`src/rtl/FA_with_HA.sv`:
```
// rtl/FA_with_HA.sv - single-bit full adder built from two half-adder stages
//
// Ports:
//   a, b  : addend bits
//   cin   : carry in
//   sum   : a ^ b ^ cin
//   cout  : carry out
module FA_with_HA (
  input  logic a,
  input  logic b,
  input  logic cin,
  output logic sum,
  output logic cout
);

  // The first half-adder stage adds a and b.
  // The second stage folds in the carry.
  logic s1;
  logic c1;
  logic c2;

  assign s1   = a ^ b;
  assign c1   = a & b;
  assign sum  = s1 ^ cin;
  assign c2   = s1 & cin;
  assign cout = c1 | c2;

endmodule

```
`src/rtl/serial_adder.sv`:
```
// rtl/serial_adder.sv - bit-serial WIDTH-bit adder around a single full adder
//
// Computes {carry_out, sum} = a + b + carry_in at one bit per clock, LSB first.
// A carry flop closes the loop between bit positions.
//
// Parameters:
//   WIDTH     : operand/sum width (>= 2)
//
// Ports:
//   clk       : clock, rising edge
//   rst_n     : asynchronous active-low reset
//   start     : request a new operation (accepted only while idle)
//   a, b      : operands, sampled on the accepting edge
//   carry_in  : initial carry, sampled on the accepting edge
//   sub       : (only with SERIAL_ADDER_SUB_EN) 1 = compute a - b
//   busy      : high while bits are being processed
//   done      : one-cycle pulse when sum/carry_out are updated
//   sum       : registered result, held until the next completion
//   carry_out : registered final carry (no-borrow flag when subtracting)
//
// Optional feature macro: SERIAL_ADDER_SUB_EN
module serial_adder #(
  parameter int WIDTH = 8
) (
  input  logic             clk,
  input  logic             rst_n,
`ifdef SERIAL_ADDER_SUB_EN
  input  logic             sub,
`endif
  input  logic             start,
  input  logic [WIDTH-1:0] a,
  input  logic [WIDTH-1:0] b,
  input  logic             carry_in,
  output logic             busy,
  output logic             done,
  output logic [WIDTH-1:0] sum,
  output logic             carry_out
);

  localparam int CW = (WIDTH > 2) ? $clog2(WIDTH) : 1;

  typedef enum logic {IDLE, RUN} state_t;

  state_t           state;
  state_t           state_nxt;
  logic             accept;
  logic             last;

  logic [WIDTH-1:0] a_sh;
  logic [WIDTH-1:0] b_sh;
  logic [WIDTH-1:0] r_sh;
  logic             cy;
  logic [CW-1:0]    cnt;

  logic             fa_s;
  logic             fa_c;

  logic [WIDTH-1:0] b_load;
  logic             cy_load;

  // Subtraction is a + ~b + 1.
  // The carry is therefore forced to 1, and its final value is the no-borrow flag.
  always_comb begin
    b_load  = b;
    cy_load = carry_in;
`ifdef SERIAL_ADDER_SUB_EN
    if (sub) begin
      b_load  = ~b;
      cy_load = 1'b1;
    end
`endif
  end

  FA_with_HA u_fa (
    .a    (a_sh[0]),
    .b    (b_sh[0]),
    .cin  (cy),
    .sum  (fa_s),
    .cout (fa_c)
  );

  assign last = (cnt == CW'(WIDTH - 1));

  always_comb begin
    state_nxt = state;
    accept    = 1'b0;
    case (state)
      IDLE: begin
        if (start) begin
          accept    = 1'b1;
          state_nxt = RUN;
        end
      end
      RUN: begin
        if (last) begin
          state_nxt = IDLE;
        end
      end
      default: state_nxt = IDLE;
    endcase
  end

  always_ff @(posedge clk or negedge rst_n) begin
    if (!rst_n) begin
      state <= IDLE;
    end else begin
      state <= state_nxt;
    end
  end

  // busy comes straight from the state flop, so it has no combinational input path.
  assign busy = (state == RUN);

  always_ff @(posedge clk or negedge rst_n) begin
    if (!rst_n) begin
      a_sh      <= '0;
      b_sh      <= '0;
      r_sh      <= '0;
      cy        <= 1'b0;
      cnt       <= '0;
      done      <= 1'b0;
      sum       <= '0;
      carry_out <= 1'b0;
    end else begin
      done <= 1'b0;
      if (accept) begin
        a_sh <= a;
        b_sh <= b_load;
        cy   <= cy_load;
        cnt  <= '0;
      end else if (state == RUN) begin
        a_sh <= {1'b0, a_sh[WIDTH-1:1]};
        b_sh <= {1'b0, b_sh[WIDTH-1:1]};
        // Each new sum bit enters at the MSB.
        // After WIDTH shifts, bit 0 has reached the LSB.
        r_sh <= {fa_s, r_sh[WIDTH-1:1]};
        cy   <= fa_c;
        if (last) begin
          sum       <= {fa_s, r_sh[WIDTH-1:1]};
          carry_out <= fa_c;
          done      <= 1'b1;
        end else begin
          cnt <= cnt + CW'(1);
        end
      end
    end
  end

endmodule

```
`config.mk`:
```
export PLATFORM = sky130hd
export DESIGN_NAME = serial_adder
export DESIGN_NICKNAME = d
export VERILOG_FILES = /design/src/rtl/FA_with_HA.sv /design/src/rtl/serial_adder.sv
export SDC_FILE = /design/constraint.sdc
export NUM_CORES = 1
export LEC_CHECK = 0
export BUFFER_PORTS_ARGS = -buffer_cell sky130_fd_sc_hd__buf_4
export CAP_MARGIN = 30
export CORE_MARGIN = 1.5
export CORE_UTILIZATION = 58
export DETAILED_ROUTE_END_ITERATION = 10
export GPL_ROUTABILITY_DRIVEN = 0
export PLACE_DENSITY = 0.83
export SLEW_MARGIN = 20
export SYNTH_ARGS = -nofsm -noshare
export SYNTH_HDL_FRONTEND = slang
export SYNTH_SLANG_ARGS = --single-unit
```
`constraint.sdc`:
```
create_clock -name clk -period 2.7 [get_ports clk]
set_input_delay 0.54 -clock clk [delete_from_list [all_inputs] [get_ports clk]]
set_output_delay 0.54 -clock clk [all_outputs]
set_load 0.05 [all_outputs]
```
; Word level (Yosys, flattened, before mapping)
; Cells that the tools add are included.
[totals]
reg_bits = 39
inputBits = 20
[classes]
add_sub_neg = 1
n_eq_ne = 2
mux = 16
bitwise_logic = 7
reduce_logical = 4
[ops]
columns = cell, count
row1 = $mux 8, 4
row2 = $mux 3, 3
row3 = $mux 1, 8
row4 = $reduce_and 2->1, 2
row5 = $add 3x1->3 const B, 1
row6 = $eq 3x3->1 const B, 1
row7 = $reduce_and 3->1, 1
row8 = $and 1x1->1, 2
row9 = $ne 2x2->1 const B, 1
row10 = $not 1->1, 2
row11 = $pmux 1 s2, 1
row12 = $reduce_bool 2->1, 1
row13 = $xor 1x1->1, 2
row14 = $or 1x1->1, 1

; Depth between registers and ports, before layout
[depth]
depth_word = 5
ltp_mapped = 5

; Modules after synthesis
; A second synthesis with hierarchy kept.
[hier_totals]
cells_unflattened = 125
hier_area_um2 = 1659.1
[by_module_without_submodules]
columns = mod, n_inst, cells_per_inst, area_per_inst_um2
row1 = serial_adder, 1, 124, 1639.1
row2 = FA_with_HA, 1, 1, 20.0

; Worst setup path after synthesis
; Ideal clock, no wire load.
[synth_timing]
path_kind = reg2reg
startpoint = reg cnt[0]
endpoint = reg cnt[1]
t_arrival_ps = 1332
required_ps = 2579
slack_ps = 1247
path_stages_with_launch = 6
n_path_buf = 1
path_cell_list = dfrtp_1 ha_1 ha_1 buf_6 mux2_4 a22o_1
[synth_via]
elab_chain_cells = 4
word_cells_on_any_way = 7
[synth_rtl]
columns = element, line_no
row1 = start: declaration, serial_adder.sv:53  ; logic [CW-1:0] cnt;
row2 = start signal: assignment, serial_adder.sv:143  ; cnt <= cnt + CW'(1);
row3 = $add 3x1->3, serial_adder.sv:143
row4 = $mux 3, serial_adder.sv:138  ; if (last) begin
row5 = $mux 3, serial_adder.sv:131  ; end else if (state == RUN) begin
row6 = $mux 3, serial_adder.sv:126  ; if (accept) begin
; Several ways; a longest one is shown, not always the timed one. The select of a mux whose other input is x is not followed.
; A chain may end at the register's enable or synchronous reset.

; Final worst setup path
[layout_timing]
startpoint = reg state (netlist: busy)
endpoint = out busy
[layout_rtl]
columns = element, line_no
row1 = start: declaration, serial_adder.sv:44  ; state_t state;
row2 = start signal: assignment, serial_adder.sv:107  ; state <= state_nxt;
row3 = end: declaration, serial_adder.sv:34  ; output logic busy,
; No word-level cell between the ends.

==> summary.md <==
| Metric | Value |
|---|---|
| Outcome | `completed` |
| Main synth FF type | `dfrtp_1` |
| CTS tree | `yes` |
| Metal3 WL | `about 120 µm` |
| FILL cells | `192` |
| DR WL/cell | `15.09 µm` |
| Final routed DRC violation total | `0` |
| Starting Density | `0.6055` |
| Synth unique cells | `22` |
| Die Width | `about 56 µm` |
| VDD IR max | `roughly 0.83 mV` |
| Worst-path clk slew | `around 0.11 ns` |
| Gate Count Post-Synth | `125` |
| Number of global-route vias before repair | `1064` |
| Critical path, cell by cell | `buf_4` |
| CP Buf/Inv Count | `1` |
| EDFF count, synth | `0` |
| Register area share after synthesis | `0.5745` |
| Ports | `31` |
| DP HPWL | `between 1.5 and 2 mm` |
| Async S/R FF share, synth | `1.000` |
| Max incr delay on CP | `around 0.75 ns` |
| CTS root buf | `clkbuf_4` |
| Total CTS buffers | `5` |
| Cts hold-fix bufs | `0` |
| Core Box Area | `about 2700 µm²` |
| Met1 WL | `between 1 and 1.5 mm` |
| Syn nets | `148` |
| Startpoint Class | `flop` |
| Core Util, Final | `0.6938` |
| Top cell type's share of synthesized area | `0.5745` |
| DR vias | `just over 1000` |
| Site Rows | `19` |
| Routed wl met2 | `around 1.4 mm` |
| Total track usage | `0.1997` |
| Total gr overflow | `0` |
| First-pass GRT wire length | `~4.7 mm` |
| Part of the cycle the worst path needs | `0.7220` |
| Top-count cell post-synth | `dfrtp_1` |
| Slew headroom | `0.5867` |
| Total count of hold-check failures in the final report | `0` |
| Hold/Removal Path Class | `primary input to async pin` |
| Initial antenna violation count | `0` |
| Skew final | `0.007256 ns` |
| Sink Count | `38` |
| Leakage | `0.0009596 µW` |
| Share of layout cells above drive strength 1 | `0.3484` |
| Clk Latency, worst-skew pair | `approximately 0.34 ns` |
| CTS resizes | `0` |
| Crit end category | `output port` |
| # diodes | `0` |
| Post-synth top cells | `38 x dfrtp_1, 17 x mux2i_1, 15 x mux2_2, 15 x nand2_1, 8 x o21ai_0` |
| Largest net degree at the start of global routing | `39` |
| Critical Path Source | `busy` |
| Post-CTS Repair Setup Buffers | `0` |
| Antenna-violating nets left | `0` |
| Worst Path Arrival | `around 1.4 ns` |
| Die area | `3184 µm²` |
| 1st-iter DRT viols | `15` |
| Area contributors post-synth | `dfrtp_1 57%, mux2i_1 10%, mux2_2 10%, nand2_1 3.4%, buf_6 2.7%` |
| Least-Margin Pin Slew | `0.6200 ns` |
| Uppermost routed layer | `met4` |
| Total Routed Length | `around 2.8 mm` |
| H-Tree Depth | `2` |
| Final TNS setup | `0 ns` |
| F_max | `0.5130 GHz` |
| Port Buffer Count | `30` |
| Pre-Repair DR Iteration Count | `4` |
| Required @ worst endpoint | `2.16 ns` |
| P&R area growth vs syn | `14.59%` |
| Vias per cell | `roughly 5.6` |
| Family with the most delay on the worst path | `flip-flops` |
| Fin crit period | `between 1.5 and 2 ns` |
| Worst flop-to-flop path startpoint | `busy` |
| Count of pins over their slew limit | `0` |
| Setup CP Type | `flop to output port` |
| PwrDens | `1145 nW/µm²` |
| Post-synth top area cell | `dfrtp_1` |
| Syn Std Cell Area | `around 1700 µm²` |
| Yosys warns | `0` |
| Worst-path maximum fanout | `23` |
| Die H | `~56 µm` |
| Syn avg cell area | `~13 µm²` |
| Yosys reg bits | `38` |
| Final setup vio count | `0` |
| RSZ-0062 raised after global routing | `no` |
| Nets@finish | `between 150 and 200` |
| Critical-path top delay cell | `dfrtp_1` |
| Bufs on Longest Clock Path | `2` |
| Max-cap violations | `0` |
cell families (layout without fill, tap and decap cells):
kind of cell    count (synthesis)  in the layout  share of synthesized area
fa+ha+maj                       3              3                    0.02721
xor+xnor                        1              1                   0.005292
compound gates                 19             19                    0.06349
buf+inv                         9             39                    0.04761
flops                          38             38                     0.5745
simple gates                   20             20                    0.05215
mux                            35             35                     0.2298
worst paths after layout:
path | endpoint | slack (ns) | depth (start not counted)
setup reg to reg | sum[2] | 0.94 | 3
hold reg to reg | a_sh[4] | 0.50 | 2
max in group asynchronous | a_sh[1] | 2.23 | 1
setup / recovery | busy | 0.75 | 1
hold / removal | sum[1] | 0.15 | 1
min in group clk | b_sh[7] | 0.45 | 3
layer usage:
metal | up-vias | track usage
met4 | 0 | 0.07143
li1 | 486 | -
met3 | 5 | 0.06912
met1 | 518 | 0.2370
met5 | - | 0
met2 | 27 | 0.3355
layout by cell type (no fill, tap or decap):
cell	count
dfrtp_1	38
buf_4	31
mux2i_1	17
mux2_2	15
nand2_1	15
o21ai_0	8
o21ai_1	7
clkbuf_4	5
nor2_1	3
mux2_4	2
a22o_1	2
ha_1	2
clkbuf_1	2
a21oi_1	1
nand2_4	1
inv_1	1
mux2_1	1
xnor2_1	1
nor3b_1	1
a21o_1	1
fa_1	1
flip-flops by register name (all words and copies together), names as in the netlist:
register	cells
a_sh	8
b_sh	8
sum	8
r_sh	7
cnt	3
busy	1
carry_out	1
cy	1
done	1
cell type report:
type | count | area [µm²] | share of cell area
Sequential cell | 38 | 950.9 | 0.5013
Multi-Input combinational cell | 78 | 625.6 | 0.3298
Timing Repair Buffer | 31 | 232.7 | 0.1227
Clock buffer | 7 | 45.04 | 0.02375
Tap cell | 31 | 38.79 | 0.02045
Inverter | 1 | 3.754 | 0.001979
metrics by stage:
stage | cells | hold WS (ns) | total power [µW] | setup slack [ns] | cell area, µm²
2_1_floorplan | 125 | 0.2444 | 1682 | 1.247 | 1655
3_3_place_gp | 179 | 0.4659 | 1855 | 1.047 | 1852
3_5_place_dp | 179 | 0.4777 | 1918 | 0.9717 | 1852
4_1_cts | 186 | 0.1486 | 2193 | 0.7526 | 1897
5_1_grt | 186 | 0.1575 | 2311 | 0.6815 | 1897
6_report | 186 | 0.1493 | 2172 | 0.7506 | 1897
power by group:
group,switching (µW),internal (µW)
Sequential,175,796
Combinational,508,421
Clock,174,98.3
Note: power is estimated with default switching activity, not from simulation.
